**src/rtl/ifelse_segment_sequencer.sv**
```systemverilog
// ifelse_segment_sequencer
// Drives one shared if/else segment datapath across NUM_SEG segments per run.
// Each segment: issue one operation, wait DP_LAT cycles, capture the result,
// then hand it downstream on a valid/ready stream. Start/busy/done control.
//
// Ports
//   clk, reset     clock (rising edge), asynchronous active-low reset
//   start          begin a run (sampled only when idle)
//   abort          synchronous abort, returns to idle on the next edge
//   cond_bits      condition word, latched on an accepted start
//   dp_input_bit   latched condition word presented to the datapath
//   seg_idx        current segment index (operand array select)
//   dp_issue       one-cycle launch pulse for the datapath
//   dp_result      datapath output, valid DP_LAT cycles after dp_issue
//   out_valid/out_ready/out_idx/out_data   result stream
//   busy           high whenever not idle
//   done           one-cycle pulse after the last segment is accepted
module ifelse_segment_sequencer #(
    parameter int unsigned DATA_W  = 32,
    parameter int unsigned NUM_SEG = 8,
    parameter int unsigned IDX_W   = 3,
    parameter int unsigned DP_LAT  = 2
) (
    input  logic              clk,
    input  logic              reset,
    input  logic              start,
    input  logic              abort,
    input  logic [DATA_W-1:0] cond_bits,
    output logic [DATA_W-1:0] dp_input_bit,
    output logic [IDX_W-1:0]  seg_idx,
    output logic              dp_issue,
    input  logic [DATA_W-1:0] dp_result,
    output logic              out_valid,
    input  logic              out_ready,
    output logic [IDX_W-1:0]  out_idx,
    output logic [DATA_W-1:0] out_data,
    output logic              busy,
    output logic              done
);

    localparam int unsigned CNT_W = $clog2(DP_LAT + 1);
    localparam logic [IDX_W-1:0] LAST_IDX = IDX_W'(NUM_SEG - 1);
    localparam logic [CNT_W-1:0] LAT_LOAD = CNT_W'(DP_LAT);
    localparam logic [CNT_W-1:0] CNT_ONE  = CNT_W'(1);

    typedef enum logic [2:0] {
        S_IDLE  = 3'd0,
        S_ISSUE = 3'd1,
        S_WAIT  = 3'd2,
        S_OUT   = 3'd3,
        S_DONE  = 3'd4
    } state_t;

    state_t              state_q;
    state_t              state_d;
    logic [CNT_W-1:0]    wait_cnt;
    logic [CNT_W-1:0]    wait_cnt_d;
    logic [IDX_W-1:0]    seg_idx_d;
    logic [DATA_W-1:0]   cond_d;
    logic [IDX_W-1:0]    out_idx_d;
    logic [DATA_W-1:0]   out_data_d;
    logic                dp_issue_d;
    logic                out_valid_d;
    logic                busy_d;
    logic                done_d;

    // State register together with every registered output.
    always_ff @(posedge clk or negedge reset) begin
        if (!reset) begin
            state_q      <= S_IDLE;
            wait_cnt     <= '0;
            seg_idx      <= '0;
            dp_input_bit <= '0;
            out_idx      <= '0;
            out_data     <= '0;
            dp_issue     <= 1'b0;
            out_valid    <= 1'b0;
            busy         <= 1'b0;
            done         <= 1'b0;
        end else begin
            state_q      <= state_d;
            wait_cnt     <= wait_cnt_d;
            seg_idx      <= seg_idx_d;
            dp_input_bit <= cond_d;
            out_idx      <= out_idx_d;
            out_data     <= out_data_d;
            dp_issue     <= dp_issue_d;
            out_valid    <= out_valid_d;
            busy         <= busy_d;
            done         <= done_d;
        end
    end

    // Next-state logic; abort overrides every transition.
    always_comb begin
        state_d = state_q;
        unique case (state_q)
            S_IDLE:  if (start) state_d = S_ISSUE;
            S_ISSUE: state_d = S_WAIT;
            S_WAIT:  if (wait_cnt == CNT_ONE) state_d = S_OUT;
            S_OUT: begin
                if (out_ready) begin
                    state_d = (seg_idx == LAST_IDX) ? S_DONE : S_ISSUE;
                end
            end
            S_DONE:  state_d = S_IDLE;
            default: state_d = S_IDLE;
        endcase
        if (abort) begin
            state_d = S_IDLE;
        end
    end

    // Output/datapath-register next values; control flags decode the next
    // state so they are registered yet line up with the state they describe.
    always_comb begin
        wait_cnt_d  = wait_cnt;
        seg_idx_d   = seg_idx;
        cond_d      = dp_input_bit;
        out_idx_d   = out_idx;
        out_data_d  = out_data;
        dp_issue_d  = (state_d == S_ISSUE);
        out_valid_d = (state_d == S_OUT);
        busy_d      = (state_d != S_IDLE);
        done_d      = (state_d == S_DONE);
        if (abort) begin
            seg_idx_d = '0;
        end else begin
            unique case (state_q)
                S_IDLE: begin
                    if (start) begin
                        cond_d    = cond_bits;
                        seg_idx_d = '0;
                    end
                end
                S_ISSUE: wait_cnt_d = LAT_LOAD;
                S_WAIT: begin
                    wait_cnt_d = wait_cnt - CNT_ONE;
                    // Last wait cycle: the datapath output is valid now.
                    if (wait_cnt == CNT_ONE) begin
                        out_data_d = dp_result;
                        out_idx_d  = seg_idx;
                    end
                end
                S_OUT: begin
                    if (out_ready && (seg_idx != LAST_IDX)) begin
                        seg_idx_d = seg_idx + IDX_W'(1);
                    end
                end
                S_DONE:  ;
                default: ;
            endcase
        end
    end

endmodule

```
**config.mk**
```make
export PLATFORM = sky130hd
export DESIGN_NAME = ifelse_segment_sequencer
export DESIGN_NICKNAME = d
export VERILOG_FILES = /design/src/rtl/ifelse_segment_sequencer.sv
export SDC_FILE = /design/constraint.sdc
export NUM_CORES = 1
export LEC_CHECK = 0
export CAP_MARGIN = 15
export CORE_UTILIZATION = 45
export DETAILED_ROUTE_END_ITERATION = 8
export PLACE_DENSITY_LB_ADDON = 0.05
export SLEW_MARGIN = 0
export SYNTH_ARGS = -nofsm -noshare
export SYNTH_HDL_FRONTEND = slang
export SYNTH_SLANG_ARGS = --single-unit
```
**constraint.sdc**
```tcl
create_clock -name clk -period 2.8 [get_ports clk]
set_clock_uncertainty 0.05 [all_clocks]
set_input_delay 0.42 -clock clk [delete_from_list [all_inputs] [get_ports clk]]
set_output_delay 0.42 -clock clk [all_outputs]
set_load 0.005 [all_outputs]
```
# Yosys cells after proc, flatten, opt, wreduce, memory -nomap -nowiden
# Cells that the tools add are included.
totals:
  ff_bits: 79
classes:
  n_addsub: 2
  n_eq_ne: 11
  muxes: 11
  bitwise_logic: 1
  n_reduce_logical: 9
op_table:
  columns: ["operator", "n"]
  rows:
  - ["2-to-1 mux 3 bit", 8]
  - ["one-hot mux 3 bit (4 select lines)", 1]
  - ["== test 3 x 2 -> 1 bit (second input constant)", 3]
  - ["!= test 3 bit (second input constant)", 3]
  - ["AND reduction 3 bit", 3]
  - ["== test 3 x 1 -> 1 bit (second input constant)", 2]
  - ["== test 3 bit (second input constant)", 2]
  - ["one-hot mux 3 bit (2 select lines)", 1]
  - ["nonzero test 3 bit", 2]
  - ["one-hot mux 2 bit (2 select lines)", 1]
  - ["adder 3 x 1 -> 3 bit (second input constant)", 1]
  - ["zero test 3 bit", 1]
  - ["== test 2 x 1 -> 1 bit (second input constant)", 1]
  - ["AND reduction 2 bit", 1]
  - ["nonzero test 2 bit", 1]
  - ["subtractor 2 x 1 -> 2 bit (second input constant)", 1]
  - ["logical AND 1 bit", 1]
  - ["inverter 1 bit", 1]

# Logic depth before layout (Yosys ltp)
# Gate-level depths: netlist of run 1.
logic_depth:
  word_depth: 6
  mapped_depth: 6

# Worst setup path before layout of run 1
# OpenSTA, ideal clock, no wires.
synth_timing:
  path_kind: "flip-flop to flip-flop"
  start: "register seg_idx[0]"
  end: "register seg_idx[0]"
  setup_ns: 0.120
  t_arrival_ns: 1.468
  required_time_ns: 2.630
  setup_slack_ns: 1.162
  path_stages_with_launch: 6
  n_path_buf: 0
  path_cell_list: "dfrtp_1 ha_1 ha_1 nand4b_1 nand2b_1 a31o_2"
synth_via:
  elab_chain_cells: 4
synth_rtl:
  columns: ["element", "line_no", "text"]
  rows:
  - ["from (decl)", "30", "output logic [IDX_W-1:0] seg_idx,"]
  - ["from (signal assigned)", "83", "seg_idx <= seg_idx_d;"]
  - ["adder 3 x 1 -> 3 bit or != test 3 bit (tied branches)", "147, 146", null]
  - ["2-to-1 mux 3 bit or logical AND 1 bit (tied branches)", "146", "if (out_ready && (seg_idx != LAST_IDX)) begin"]
  - ["one-hot mux 3 bit (2 select lines) or != test 3 bit (tied branches)", null, null]
  - ["2-to-1 mux 3 bit or AND reduction 3 bit (tied branches)", null, null]
# Parallel ways exist; a longest one is shown, timed or not. The select of a mux whose other input is x is not followed.
# A chain may end at the register's enable or synchronous reset.

# Final worst setup path of run 1
layout_timing:
  start: "input port abort"
  end: "register dp_input_bit[31]"
layout_via:
  elab_chain_cells: 2
layout_rtl:
  columns: ["element", "line_no", "text"]
  rows:
  - ["from (decl)", "27", "input logic abort,"]
  - ["inverter 1 bit (no source line)", null, null]
  - ["AND reduction 3 bit (no source line)", null, null]
  - ["to (signal assigned)", "84", "dp_input_bit <= cond_d;"]
  - ["to (decl)", "29", "output logic [DATA_W-1:0] dp_input_bit,"]
# No other way between the ends.

==> results of run 1 <==
[registers in the layout, indices dropped and copies added (netlist names)]
register	cells
seg_idx	3
dp_issue	1
dp_input_bit	32
out_idx	3
out_data	32
done	1
wait_cnt	2
out_valid	1
state_q	3
busy	1
[synth_stat cells (all sizes together)]
library cell,n,area (µm²)
a21oi,1,5.000
dfrtp,79,1977
nand3,2,35.03
ha,3,37.54
mux2,67,979.7
nor4,2,12.51
nor2b,1,6.260
nor4b,2,17.52
and3,3,18.77
a21o,1,7.510
nand4b,1,8.760
inv,3,11.26
o21ai,2,10.01
nand2b,1,6.260
a22o,2,17.52
nand2,2,7.510
buf,8,77.57
o31a,1,8.760
a31o,3,26.28
a22oi,1,7.510
nor2,5,28.78
a31oi,1,6.260
a21boi,3,22.52
[worst max-delay path by stage]
stage	to	depth (start not counted)	slack, ns
after floorplan	seg_idx[0]$_DFFE_PN0P_	5	1.16
after global placement	dp_input_bit[3]$_DFFE_PN0P_	5	0.41
after detailed placement	dp_input_bit[30]$_DFFE_PN0P_	5	0.35
after CTS	dp_input_bit[30]$_DFFE_PN0P_	5	0.72
after global routing	dp_input_bit[31]$_DFFE_PN0P_	5	0.65
final	dp_input_bit[31]$_DFFE_PN0P_	5	0.74
[worst max-delay path, delay by kind of cell]
family	cells	cell delay [ns]
and+or+nand+nor	2	0.68
buffers and inverters	2	0.83
muxes	1	0.30
[metal layers]
metal	vias up	track usage, %	part of all wire [%]
met3	9	4.901	7.6
met2	92	28.19	47
met4	0	8.798	1.8
met5	-	0	0
met1	1060	25.55	43
li1	982	-	-
[power breakdown]
part | total (mW) | switching, mW | internal (mW)
sequential | 1.55 | 0.155 | 1.40
combinational | 1.10 | 0.284 | 0.812
clock | 0.888 | 0.393 | 0.495
total | 3.54 | 0.832 | 2.70
[cell type report]
class	count	area [µm²]	share of cell area, %
well taps	99	123.9	2.452
clock buffers	9	123.9	2.452
multi-input cells	104	1270	25.14
flip-flops and latches	79	1977	39.14
inverters	3	11.26	0.2229
clock inverters	6	86.33	1.709
repair buffers	144	1459	28.88
[cells by family (layout without fill, tap and decap cells)]
family	Yosys count	in the layout	synth area share [%]
AOI/OAI and AO/OA	15	15	3.339
and+or+nand+nor	19	19	4.239
buffers and inverters	11	162	2.663
DFF	79	79	59.26
muxes	67	67	29.37
adders and majority gates	3	3	1.125
==> flow_summary.yaml, run 1 <==
global_route:
  grt_max_degree: 80
  antenna_found_initial: 0
  globalRouteOverflowTotal: 0
  grtUsageTotal_pct: 18.79
  grt_pass1_vias: 2094
  grt_pass1_wl_mm: 10.78
synthesis:
  synthesis.area_mm2: 0.003336
  synthDistinctLibCells: 27
  ys_warn_count: 0
  netlist_instances: 194
  synth_seq_cells: 79
  syn_nets: 266
  yosysSeqAreaShare_pct: 59.26
  avgSynthCellArea_um2: 17.19
sta:
  tns_ns: 0
  tightest_slew_ns: 0.9399
  fmaxAchievable_ghz: 0.4850
  min_period_ns: 2.062
  rsz0062_at_grt: "false"
  drv_slew: 0
  slew_headroom_pct: 37.34
  period_share_pct: 73.63
  hold_viol_final: 0
  timing.hold.ws_ns: 0.1748
  setup_viol: 0
  worst_slack_ns: 0.7384
place:
  dpl_worst_slack_ns: 0.3486
  numPortBuffers: 142
  placed_area_mm2: 0.004841
  dp_hpwl_mm: 5.159
  placedCellCount: 429
  routabilityCongestion: 0.8145
setup_path:
  critPathRequiredTime_ns: 2.98
  worst_path_largest_cell_delay_ns: 0.53
  reg2reg_from: "wait_cnt[1]$_DFFE_PN0P_"
  crit_path_start: "abort"
  rrSetupSlack_ns: 0.81
  cp.arrival_ns: 2.24
  critPathSlowestCell: "clkdlybuf4s50_1"
  regToRegEndpoint: "out_idx[2]$_DFFE_PN0P_"
  setup.worst_path.start_class: "input port"
  crit_path_cell_trace: "clkdlybuf4s50_1 > nor2_4 > nand3_4 > buf_12 > mux2_4"
  reg2reg_depth: 6
  crit_type: "input port to flip-flop"
  end_kind: "flip-flop"
  crit_path_max_fanout: 21
drt:
  first_pass_iters: 4
  wirelength_mm: 7.118
  ant_nets: 0
  vias: 2143
  drt-wirelength-per-cell_um: 16.03
  route.detailed.drc: 0
  viasPerCell: 4.827
  drt_iter0_markers: 61
run:
  max-cap-violations: 0
final_layout:
  layout_common_cells: "clkdlybuf4s50_1, dfrtp_1, mux2_4"
  antenna_cells: 0
  nFillCells: 542
  finalNonFillerCells: 444
  utilization_pct: 70.01
  layout_commonest_cell: "clkdlybuf4s50_1"
  nets: 413
  area_delta_synth_final_pct: 51.43
  drive_gt1_share_pct: 26.67
  design_area_mm2: 0.005051
die:
  pin_count: 143
  core_mm2: 0.007214
  chipWidth_um: 88.10
  start_util_pct: 46.24
  die_h_um: 88.10
  placementRows: 31
  dieArea_mm2: 0.007761
clock_network:
  h-tree-depth: 3
  cts_tree: "built"
  ctsHoldBuffers: 0
  clk_latency_ns: 0.34
  cts-buffers-inserted: 9
  cts.sinks: 79
  clockRootBuffer: "clkbuf_8"
  clk_pin_slew_ns: 0.08
  ctsResizeCount: 0
  post_cts_buffers: 0
  cts_buffer_depth: 2
power:
  fin_total_pwr_mw: 3.536
  ir_worst_vdd_v: 0.0003602
  power_density_mw_per_mm2: 700.0
  p_leak_nw: 2.412
min_path:
  hold_class: "input port to async pin"
outcome:
  status: "finished clean"
(Power assumes the default switching activity.)
==> inputs of run 2 (changes only) <==
- CORE_UTILIZATION: 45 -> 38
- clock period: 2.8 -> 1.8 ns (I/O delays scaled with it)
==> flow_summary.yaml, run 2 (same netlist as run 1, synthesis figures left out) <==
outcome:
  status: "finished clean"
die:
  core_mm2: 0.008341
  start_util_pct: 39.99
  chipWidth_um: 95.69
  die_h_um: 95.69
  placementRows: 33
  dieArea_mm2: 0.009157
  pin_count: 143
clock_network:
  clockRootBuffer: "clkbuf_8"
  post_cts_buffers: 0
  clk_pin_slew_ns: 0.09
  cts.sinks: 79
  cts-buffers-inserted: 9
  clk_latency_ns: 0.34
  cts_tree: "built"
  cts_buffer_depth: 2
  h-tree-depth: 3
sta:
  drv_slew: 0
  hold_viol_final: 0
  fmaxAchievable_ghz: 0.5838
  tns_ns: 0
  min_period_ns: 1.713
  tightest_slew_ns: 0.4637
  slew_headroom_pct: 69.09
  setup_viol: 0
  rsz0062_at_grt: "false"
  worst_slack_ns: 0.08716
  period_share_pct: 95.16
power:
  power_density_mw_per_mm2: 1033
  p_leak_nw: 2.498
  ir_worst_vdd_v: 0.0003631
drt:
  drt_iter0_markers: 47
  ant_nets: 0
  first_pass_iters: 4
  route.detailed.drc: 0
  viasPerCell: 4.659
  drt-wirelength-per-cell_um: 16.04
  vias: 2171
  wirelength_mm: 7.475
setup_path:
  reg2reg_depth: 5
  crit_path_max_fanout: 5
  reg2reg_from: "seg_idx[0]$_DFFE_PN0P_"
  end_kind: "flip-flop"
  cp.arrival_ns: 1.90
  regToRegEndpoint: "seg_idx[2]$_DFFE_PN0P_"
  critPathRequiredTime_ns: 1.98
  setup.worst_path.start_class: "flip-flop"
  crit_path_start: "seg_idx[0]$_DFFE_PN0P_"
  crit_end: "seg_idx[2]$_DFFE_PN0P_"
  rrSetupSlack_ns: 0.09
  crit_type: "flip-flop to flip-flop"
final_layout:
  design_area_mm2: 0.005189
  nets: 428
  reg_top3: "dp_input_bit (32), out_data (32)"
  layout_commonest_cell: "clkdlybuf4s50_1"
  area_delta_synth_final_pct: 55.55
  drive_gt1_share_pct: 29.92
  antenna_cells: 0
  layout_common_cells: "clkdlybuf4s50_1, dfrtp_1, mux2_4"
global_route:
  grtUsageTotal_pct: 16.93
  antenna_found_initial: 0
  globalRouteOverflowTotal: 0
  grt_pass1_vias: 2186
  grt_pass1_wl_mm: 11.43
  grt_max_degree: 46
place:
  dp_hpwl_mm: 5.410
  dpl_worst_slack_ns: 0.06557
  routabilityCongestion: 0.7767
  numPortBuffers: 142
  placed_area_mm2: 0.004991
run:
  max-cap-violations: 0
min_path:
  hold_class: "input port to async pin"
## run 2: worst min path at each step
stage / endpoint / cells past startpoint / slack (ns)
4_1_cts: out_data[15]$_DFFE_PN0P_ / 2 / 0.36
3_5_place_dp: out_data[15]$_DFFE_PN0P_ / 1 / 0.21
2_1_floorplan: busy$_DFF_PN0_ / 0 / -0.08
3_3_place_gp: out_data[15]$_DFFE_PN0P_ / 1 / 0.21
5_1_grt: out_data[15]$_DFFE_PN0P_ / 2 / 0.39
6_report: out_data[15]$_DFFE_PN0P_ / 2 / 0.36
## run 2: timing repair
| action | in CTS | in global routing |
|---|---|---|
| endpoints found under the hold margin | 34 | 0 |
| setup endpoints to repair | 0 | 3 |
| hold buffers | 1 | 0 |
| gates resized for setup | 0 | 1 |
## run 2: power breakdown
group / internal (mW) / switching [mW]
clock network: 0.518 / 0.691
logic: 1.30 / 0.462
registers: 2.17 / 0.217
## run 2: final cells by class
cell class,instances,area (µm²)
Inverter,3,11.26
Clock buffer,9,123.9
Multi-Input combinational cell,104,1277
Timing Repair Buffer,159,1612
Fill cell,636,3152
Clock inverter,7,56.30
Tap cell,105,131.4
Sequential cell,79,1977
## run 2: worst max-delay path: stages (launching register included)
cell and delay (ns):
dfrtp_1 0.40, ha_1 0.21, ha_1 0.21, nand4b_1 0.29, nand2b_4 0.22, a31o_2 0.24
## run 2: layer usage
layer	vias to the layer above	global-route usage (%)	routed length (µm)
met1	1089	22.39	3370
li1	1012	-	-
met2	66	26.96	3631
met5	-	0	0
met3	4	5.529	424
met4	0	4.104	48
## run 2: metrics by stage
| stage | cells | hold WS (ns) | util, % | power (mW) |
|---|---|---|---|---|
| global route | 466 | 0.3929 | 62.21 | 5.690 |
| finish | 466 | 0.3577 | 62.21 | 5.361 |
| floorplan | 194 | -0.07559 | - | 3.098 |
| CTS | 466 | 0.3575 | 62.12 | 5.459 |
| global placement | 449 | 0.2092 | 59.84 | 4.169 |
| detailed placement | 449 | 0.2088 | 59.84 | 4.202 |
==> inputs of run 3 (changes only) <==
- CAP_MARGIN: 15 -> 20
- SKIP_CTS_REPAIR_TIMING: default -> 1
==> results of run 3 <==
Final layout, timing and power as in run 2 (identical DEF).
